$ cat src/rtl/muldiv_sequencer.sv
// Iterative RV32M multiply/divide unit for the EX stage: shift-add multiply, restoring divide.
// Optional MULDIV_EARLY_OUT_EN skips the iteration phase for trivial/special operands.
module muldiv_sequencer #(
   parameter int XLEN           = 32,
   parameter int ITER_PER_CYCLE = 1
) (
   input  logic            clk,
   input  logic            reset_n,
   input  logic            start,
   input  logic [2:0]      op,
   input  logic [XLEN-1:0] operand_a,
   input  logic [XLEN-1:0] operand_b,
   input  logic [4:0]      rd_addr,
   input  logic            flush,
   output logic            busy,
   output logic            stall,
   output logic            result_valid,
   output logic [XLEN-1:0] result,
   output logic [4:0]      result_rd
);
   localparam int K  = XLEN / ITER_PER_CYCLE;
   localparam int CW = (K > 1) ? $clog2(K) : 1;

   typedef enum logic [2:0] {S_IDLE, S_PREP, S_ITER, S_FIXUP, S_DONE} state_t;

   state_t              state;
   logic [2:0]          op_q;
   logic [XLEN-1:0]     a_q, b_q, m_q;
   logic [4:0]          rd_q;
   logic                sign_a, sign_b, dz_q, ovf_q;
   logic [2*XLEN-1:0]   acc, acc_nx;
   logic [CW-1:0]       cnt;
`ifdef MULDIV_EARLY_OUT_EN
   logic                zero_q;
   logic                early;
`endif

   // acc holds {hi, lo} for multiply and {remainder, quotient} for divide
   function automatic logic [2*XLEN-1:0] mul_step(input logic [2*XLEN-1:0] x, input logic [XLEN-1:0] m);
      logic [XLEN:0] s;
      s = {1'b0, x[2*XLEN-1:XLEN]} + (x[0] ? {1'b0, m} : {(XLEN+1){1'b0}});
      return {s, x[XLEN-1:1]};
   endfunction

   function automatic logic [2*XLEN-1:0] div_step(input logic [2*XLEN-1:0] x, input logic [XLEN-1:0] m);
      logic [XLEN:0] sh, tr;
      sh = x[2*XLEN-1:XLEN-1];
      tr = sh - {1'b0, m};
      if (!tr[XLEN]) return {tr[XLEN-1:0], x[XLEN-2:0], 1'b1};
      else           return {sh[XLEN-1:0], x[XLEN-2:0], 1'b0};
   endfunction

   logic                is_div, signed_a, signed_b, sa, sb, dz, ovf;
   logic [XLEN-1:0]     mag_a, mag_b, quo, rem, res_c;
   logic [2*XLEN-1:0]   prod;

   always_comb begin
      is_div   = op_q[2];
      signed_a = is_div ? ~op_q[0] : (op_q[1:0] != 2'b11);
      signed_b = is_div ? ~op_q[0] : ~op_q[1];
      sa       = signed_a & a_q[XLEN-1];
      sb       = signed_b & b_q[XLEN-1];
      mag_a    = sa ? -a_q : a_q;
      mag_b    = sb ? -b_q : b_q;
      dz       = is_div & (b_q == '0);
      ovf      = is_div & ~op_q[0] & (a_q == {1'b1, {(XLEN-1){1'b0}}}) & (b_q == '1);
`ifdef MULDIV_EARLY_OUT_EN
      early    = dz | ovf | (a_q == '0) | (~is_div & (b_q == '0));
`endif
   end

   always_comb begin
      acc_nx = acc;
      for (int i = 0; i < ITER_PER_CYCLE; i++)
         acc_nx = is_div ? div_step(acc_nx, m_q) : mul_step(acc_nx, m_q);
   end

   always_comb begin
      prod = (sign_a ^ sign_b) ? -acc : acc;
      quo  = (sign_a ^ sign_b) ? -acc[XLEN-1:0] : acc[XLEN-1:0];
      rem  = sign_a ? -acc[2*XLEN-1:XLEN] : acc[2*XLEN-1:XLEN];
      if (is_div) begin
         if (op_q[1]) res_c = dz ? a_q : (ovf ? '0 : rem);
         else         res_c = dz ? '1  : (ovf ? a_q : quo);
      end else begin
         res_c = (op_q[1:0] == 2'b00) ? prod[XLEN-1:0] : prod[2*XLEN-1:XLEN];
      end
`ifdef MULDIV_EARLY_OUT_EN
      // a skipped multiply never built its product in acc
      if (zero_q) res_c = '0;
`endif
   end

   always_ff @(posedge clk or negedge reset_n) begin
      if (!reset_n) begin
         state        <= S_IDLE;
         op_q         <= '0;
         a_q          <= '0;
         b_q          <= '0;
         m_q          <= '0;
         rd_q         <= '0;
         sign_a       <= 1'b0;
         sign_b       <= 1'b0;
         dz_q         <= 1'b0;
         ovf_q        <= 1'b0;
         acc          <= '0;
         cnt          <= '0;
         result_valid <= 1'b0;
         result       <= '0;
         result_rd    <= '0;
`ifdef MULDIV_EARLY_OUT_EN
         zero_q       <= 1'b0;
`endif
      end else begin
         result_valid <= 1'b0;
         if (flush) begin
            state <= S_IDLE;
         end else begin
            case (state)
               S_IDLE: if (start) begin
                  op_q  <= op;
                  a_q   <= operand_a;
                  b_q   <= operand_b;
                  rd_q  <= rd_addr;
                  state <= S_PREP;
               end
               S_PREP: begin
                  sign_a <= sa;
                  sign_b <= sb;
                  m_q    <= is_div ? mag_b : mag_a;
                  acc    <= {{XLEN{1'b0}}, (is_div ? mag_a : mag_b)};
                  cnt    <= CW'(K-1);
                  dz_q   <= dz;
                  ovf_q  <= ovf;
`ifdef MULDIV_EARLY_OUT_EN
                  zero_q <= ~is_div & ((a_q == '0) | (b_q == '0));
                  state  <= early ? S_FIXUP : S_ITER;
`else
                  state  <= S_ITER;
`endif
               end
               S_ITER: begin
                  acc <= acc_nx;
                  cnt <= cnt - 1'b1;
                  if (cnt == '0) state <= S_FIXUP;
               end
               S_FIXUP: begin
                  result       <= res_c;
                  result_rd    <= rd_q;
                  result_valid <= 1'b1;
                  state        <= S_DONE;
               end
               default: state <= S_IDLE;
            endcase
         end
      end
   end

   assign busy  = (state != S_IDLE);
   assign stall = ((state == S_IDLE) & start & ~flush) | (busy & (state != S_DONE));

   // special-case flags are latched alongside the signs; the mux reads the live ones
   logic unused_q;
   assign unused_q = dz_q ^ ovf_q;

endmodule
$ cat config.mk
export PLATFORM = sky130hd
export DESIGN_NAME = muldiv_sequencer
export DESIGN_NICKNAME = d
export VERILOG_FILES = /design/src/rtl/muldiv_sequencer.sv
export SDC_FILE = /design/constraint.sdc
export NUM_CORES = 1
export LEC_CHECK = 0
export ABC_AREA = 1
export CELL_PAD_IN_SITES_DETAIL_PLACEMENT = 1
export CELL_PAD_IN_SITES_GLOBAL_PLACEMENT = 1
export CORE_MARGIN = 1.5
export CORE_UTILIZATION = 43
export CTS_CLUSTER_SIZE = 16
export DETAILED_ROUTE_END_ITERATION = 16
export PLACE_DENSITY = 0.85
export SYNTH_ARGS = -nofsm -noshare
export SYNTH_HDL_FRONTEND = slang
export SYNTH_SLANG_ARGS = --single-unit
$ cat constraint.sdc
create_clock -name clk -period 3.2 [get_ports clk]
set_input_delay 0.64 -clock clk [delete_from_list [all_inputs] [get_ports clk]]
set_output_delay 0.64 -clock clk [all_outputs]
set_load 0.03 [all_outputs]
# == After elaboration in Yosys (flattened, before gate mapping) ==
# Cells that the tools add are included.
# totals
ff_bits,216
inputBits,76
out_inout_bits,40
# op_classes
add_sub_neg,8
n_eq_ne,9
muxes,27
bitwise,14
reduce_logical,11
# op_table
operator,n
2-to-1 mux 32 bit,14
2-to-1 mux 64 bit,3
negator 32 bit,4
case mux 64 bit (2 select lines),1
"== test 32 bit, second input constant",2
negator 64 bit,1
adder 32 x 32 -> 33 bit,1
subtractor 33 x 32 -> 33 bit,1
logical NOT 32 bit,1
case mux 3 bit (4 select lines),1
case mux 5 bit (2 select lines),1
bitwise AND 1 bit,9
2-to-1 mux 3 bit,3
"!= test 3 bit, second input constant",3
AND reduction 2 bit,4
"== test 3 x 2 -> 1 bit, second input constant",2
logical NOT 5 bit,1
"subtractor 5 x 1 -> 5 bit, second input constant",1
2-to-1 mux 1 bit,4
"== test 3 x 1 -> 1 bit, second input constant",1
logical NOT 3 bit,1
NOT 1 bit,3
AND reduction 3 bit,1
nonzero test 3 bit,1
other kinds (5),5

# == Logic depth before layout (Yosys ltp) ==
# logic_depth
depth_word,8
ltp_mapped,20

# == Worst setup path after synthesis ==
# No wires, ideal clock.
# synth_path
path_type,register -> register
from,register acc[0]
to,register acc[59]
setup_ns,0.117
arrival_time_ns,2.400
required_ns,3.083
setup_slack_ns,0.683
stages_incl_launch_ff,20
n_path_buf,2
period_less_slack_ns,2.517
cell_sequence,dfrtp_1 -> buf_6 -> clkbuf_1 -> nand2_1 -> inv_1 -> ha_1 -> inv_1 -> fa_1 -> o21ai_1 -> nand2_1 -> nand2_1 -> nand2_1 -> nand2_1 -> nand3_1 -> nand3_1 -> nand2_1 -> nor2_1 -> nor2_1 -> nand2_1 -> nand2_1
# synth_between
elab_chain_cells,4
# synth_lines
element,line_no,rtl
start: declaration,31,"logic [2*XLEN-1:0] acc, acc_nx;"
start signal: assignment,131,"acc <= {{XLEN{1'b0}}, (is_div ? mag_a : mag_b)};"
start signal: assignment,143,acc <= acc_nx;
2-to-1 mux 32 bit,41,"s = {1'b0, x[2*XLEN-1:XLEN]} + (x[0] ? {1'b0, m} : {(XLEN+1){1'b0}});"
adder 32 x 32 -> 33 bit,41,
2-to-1 mux 64 bit,75,"acc_nx = is_div ? div_step(acc_nx, m_q) : mul_step(acc_nx, m_q);"
case mux 64 bit (2 select lines),119,case (state)
# Every way passes these cells.
# A chain may end at the register's enable or synchronous reset.

# == Worst setup path after layout ==
# layout_path
from,register acc[0]
to,register acc[50]
# Same word-level chain as after synthesis.

==> out/qor.yml <==
critical_path:
  critPathCaptureType: "flop"
  critPathMaxFanout: 20
  start_kind: "flop"
  timing.rr.start: "acc[0]"
  slowest_delay_ps: 450
  cp-startpoint: "acc[0]"
  r2r_end: "acc[50]"
  setup.worst_path.class: "reg2reg"
  crit_family: "simple AND/OR/NAND/NOR gates"
  arrival_ps: 3400
  crit_chain: "buf_4 -> nand2_1 -> inv_1 -> ha_1 -> nand2_1 -> nor2_1 -> inv_1 -> nor2_1 -> nand4_1 -> nand3_1 -> nor2_1 -> o21ai_0 -> inv_1 -> nand2_1 -> nand2_1"
  reg2reg_setup_slack_ps: 270
  required_ps: 3670
  crit_buf_inv: 4
  crit_slowest_cell: "dfrtp_1"
  path_common_cell: "nand2_1"
  reg2reg_depth: 15
timing:
  setup_viol: 0
  fmax_mhz: 341.7
  period_share_pct: 91.47
  relSlewSlack_pct: 45.02
  finalMaxSlewViolations: 0
  finalHoldViolCount: 11
  fin_skew_ps: 14.06
  grt_setup_unrepaired: "no"
  min_period_ps: 2927
  whs_ps: -24.12
  tns_ps: 0
  worst_pin_slew_ps: 824.7
synthesis:
  netlist_top_cells_count: "nand2_1, inv_1, nor2_1, nand3_1, dfrtp_1"
  ys_seq_area_share_pct: 24.80
  syn_area_mm2: 0.02180
  synth_edf_count: 0
  yosys.cell_types.count: 56
  yosysMostFrequentCell: "nand2_1"
  ys_ff_latch: 216
  postSynthAreaPerCell_um2: 5.892
  async_flop_share_pct: 100.0
  synth_top_area_cell: "dfrtp_1"
  synth_top_area_share_pct: 24.80
  syn_inst: 3699
  ys.flop_type: "dfrtp_1"
  syn_nets: 3848
  yosys-top-cells-area: "dfrtp_1, nand2_1, nand3_1"
  synth_warnings: 0
route:
  routed_wl_um: 102300
  wire_per_inst_um: 22.91
  vias_per_cell: 5.745
  drt-pass1-iter-count: 5
  vias: 25650
  drc: 0
  first_iter_violations: 2693
  ant_nets: 0
power:
  switching_share_pct: 59.58
  p_clk_share_pct: 10.6
  p_sw_mw: 17.45
  p_seq_share_pct: 18.3
  p_comb_share_pct: 71.1
  leakagePower_nw: 12.88
  max-vdd-ir-drop_v: 0.0005004
  p_per_area_mw_per_mm2: 1188
  p_int_mw: 11.84
cts:
  clock_latency_ps: 570
  numCtsBuffers: 26
  cts.repair.resized: 0
  clk_pin_slew_ps: 70
  clkSinkCount: 216
  htreeDepth: 1
  ctsLongestPathBuffers: 3
  cts_tree: "built"
  cts_setup_buffers: 0
  hold_buffers: 0
  cts_root_buf: "clkbuf_16"
outcome:
  status: "finished with violations"
  violations: "hold timing"
cells_and_area:
  drive_gt1_share_pct: 6.250
  final_core_util_pct: 49.25
  syn_to_final_growth_pct: 13.14
  nNetsFinal: 3922
  finish.instance_area_mm2: 0.02466
global_routing:
  grt_usage_pct: 38.84
  grt_pass1_wl_um: 154900
  antenna_found_initial: 3
  gr-total-overflow: 0
  grt_max_degree: 165
  first_global_vias: 25240
floorplanning:
  coreArea_mm2: 0.05007
  die_h_um: 228.1
  die_w_um: 228.1
  start_util_pct: 43.53
  dieArea_mm2: 0.05205
  io_pins: 116
  fp-row-count: 82
place:
  numPortBuffers: 115
  gp_congestion: 1.049
  dpl.hpwl_um: 81550
  place_area_mm2: 0.02379
worst_hold_path:
  hold_path.class: "in2async"
flow_run:
  max_cap_violations: 0
[worst register-to-register path, stage by stage, from the launching register on]
cell and delay [ps]:
dfrtp_1 450, buf_4 250, nand2_1 90, inv_1 50, ha_1 370, nand2_1 130, nor2_1 200, inv_1 110
nor2_1 310, nand4_1 220, nand3_1 230, nor2_1 60, o21ai_0 160, inv_1 60, nand2_1 70, nand2_1 50
[worst max-delay path by stage]
| stage | to | slack (ps) | cells past startpoint |
|---|---|---|---|
| 2_1_floorplan | acc[59] | 680 | 19 |
| 3_3_place_gp | acc[50] | 420 | 15 |
| 3_5_place_dp | acc[50] | 410 | 15 |
| 4_1_cts | acc[50] | 390 | 15 |
| 5_1_grt | acc[50] | 100 | 16 |
| 6_report | acc[50] | 270 | 15 |
[metrics by stage]
stage,setup slack (ps),instances,hold slack (ps),power [mW]
after floorplan,683.2,3699,344.4,18.14
after global placement,421.2,4417,446.6,24.96
after detailed placement,410.4,4417,464.4,25.34
after CTS,388.0,4464,7.142,28.66
after global routing,104.8,4464,9.857,31.36
final,273.1,4465,-24.12,29.29
[state kept, by name (all words and copies together) (netlist names)]
signal	count
acc	64
a_q	32
b_q	32
m_q	32
result	32
cnt	5
rd_q	5
result_rd	5
op_q	3
state	3
result_valid	1
sign_a	1
sign_b	1
[cell usage in the layout (no fill, tap or decap), types with 62 or more instances in the layout]
cell type	count
a21oi_1	168
buf_4	62
clkdlybuf4s50_1	113
dfrtp_1	215
ha_1	71
inv_1	468
nand2_1	1200
nand3_1	400
nor2_1	436
o21ai_0	154
xor2_1	70
[power by group through the flow]
stage               Sequential, mW  Combinational (mW)  Clock (mW)
finish                        5.36                20.8        3.10
global route                  5.42                22.7        3.23
CTS                           5.26                20.3        3.13
detailed placement            5.28                20.1           0
global placement              5.24                19.7           0
floorplan                     5.09                13.0           0
[layer usage]
layer	share of wire, %	track usage [%]	routed length [µm]	vias up
met2	42	58.57	43400	1050
li1	-	-	-	11930
met5	0.013	0	13	-
met4	5.6	19.08	5716	2
met1	43	53.02	44000	12440
met3	9.0	7.600	9162	229
[area by class of cell]
cell class / count / area [µm²]
multi-input cells: 2857 / 13880
repair buffers: 187 / 1832
clock inverters: 11 / 120.1
inverters: 485 / 1826
flip-flops and latches: 216 / 5409
fillers: 7111 / 25410
diodes: 1 / 2.502
clock buffers: 36 / 749.5
well taps: 672 / 840.8
[cell families after synthesis]
logic type | Yosys count | synth area share, %
buffers and inverters | 626 | 11.61
adders and majority gates | 73 | 4.259
muxes | 12 | 0.6200
DFF | 216 | 24.80
and+or+nand+nor | 2222 | 43.36
xor gates and xnor gates | 87 | 3.496
AOI/OAI and AO/OA | 463 | 11.85
Note: power is estimated with default switching activity, not from simulation.
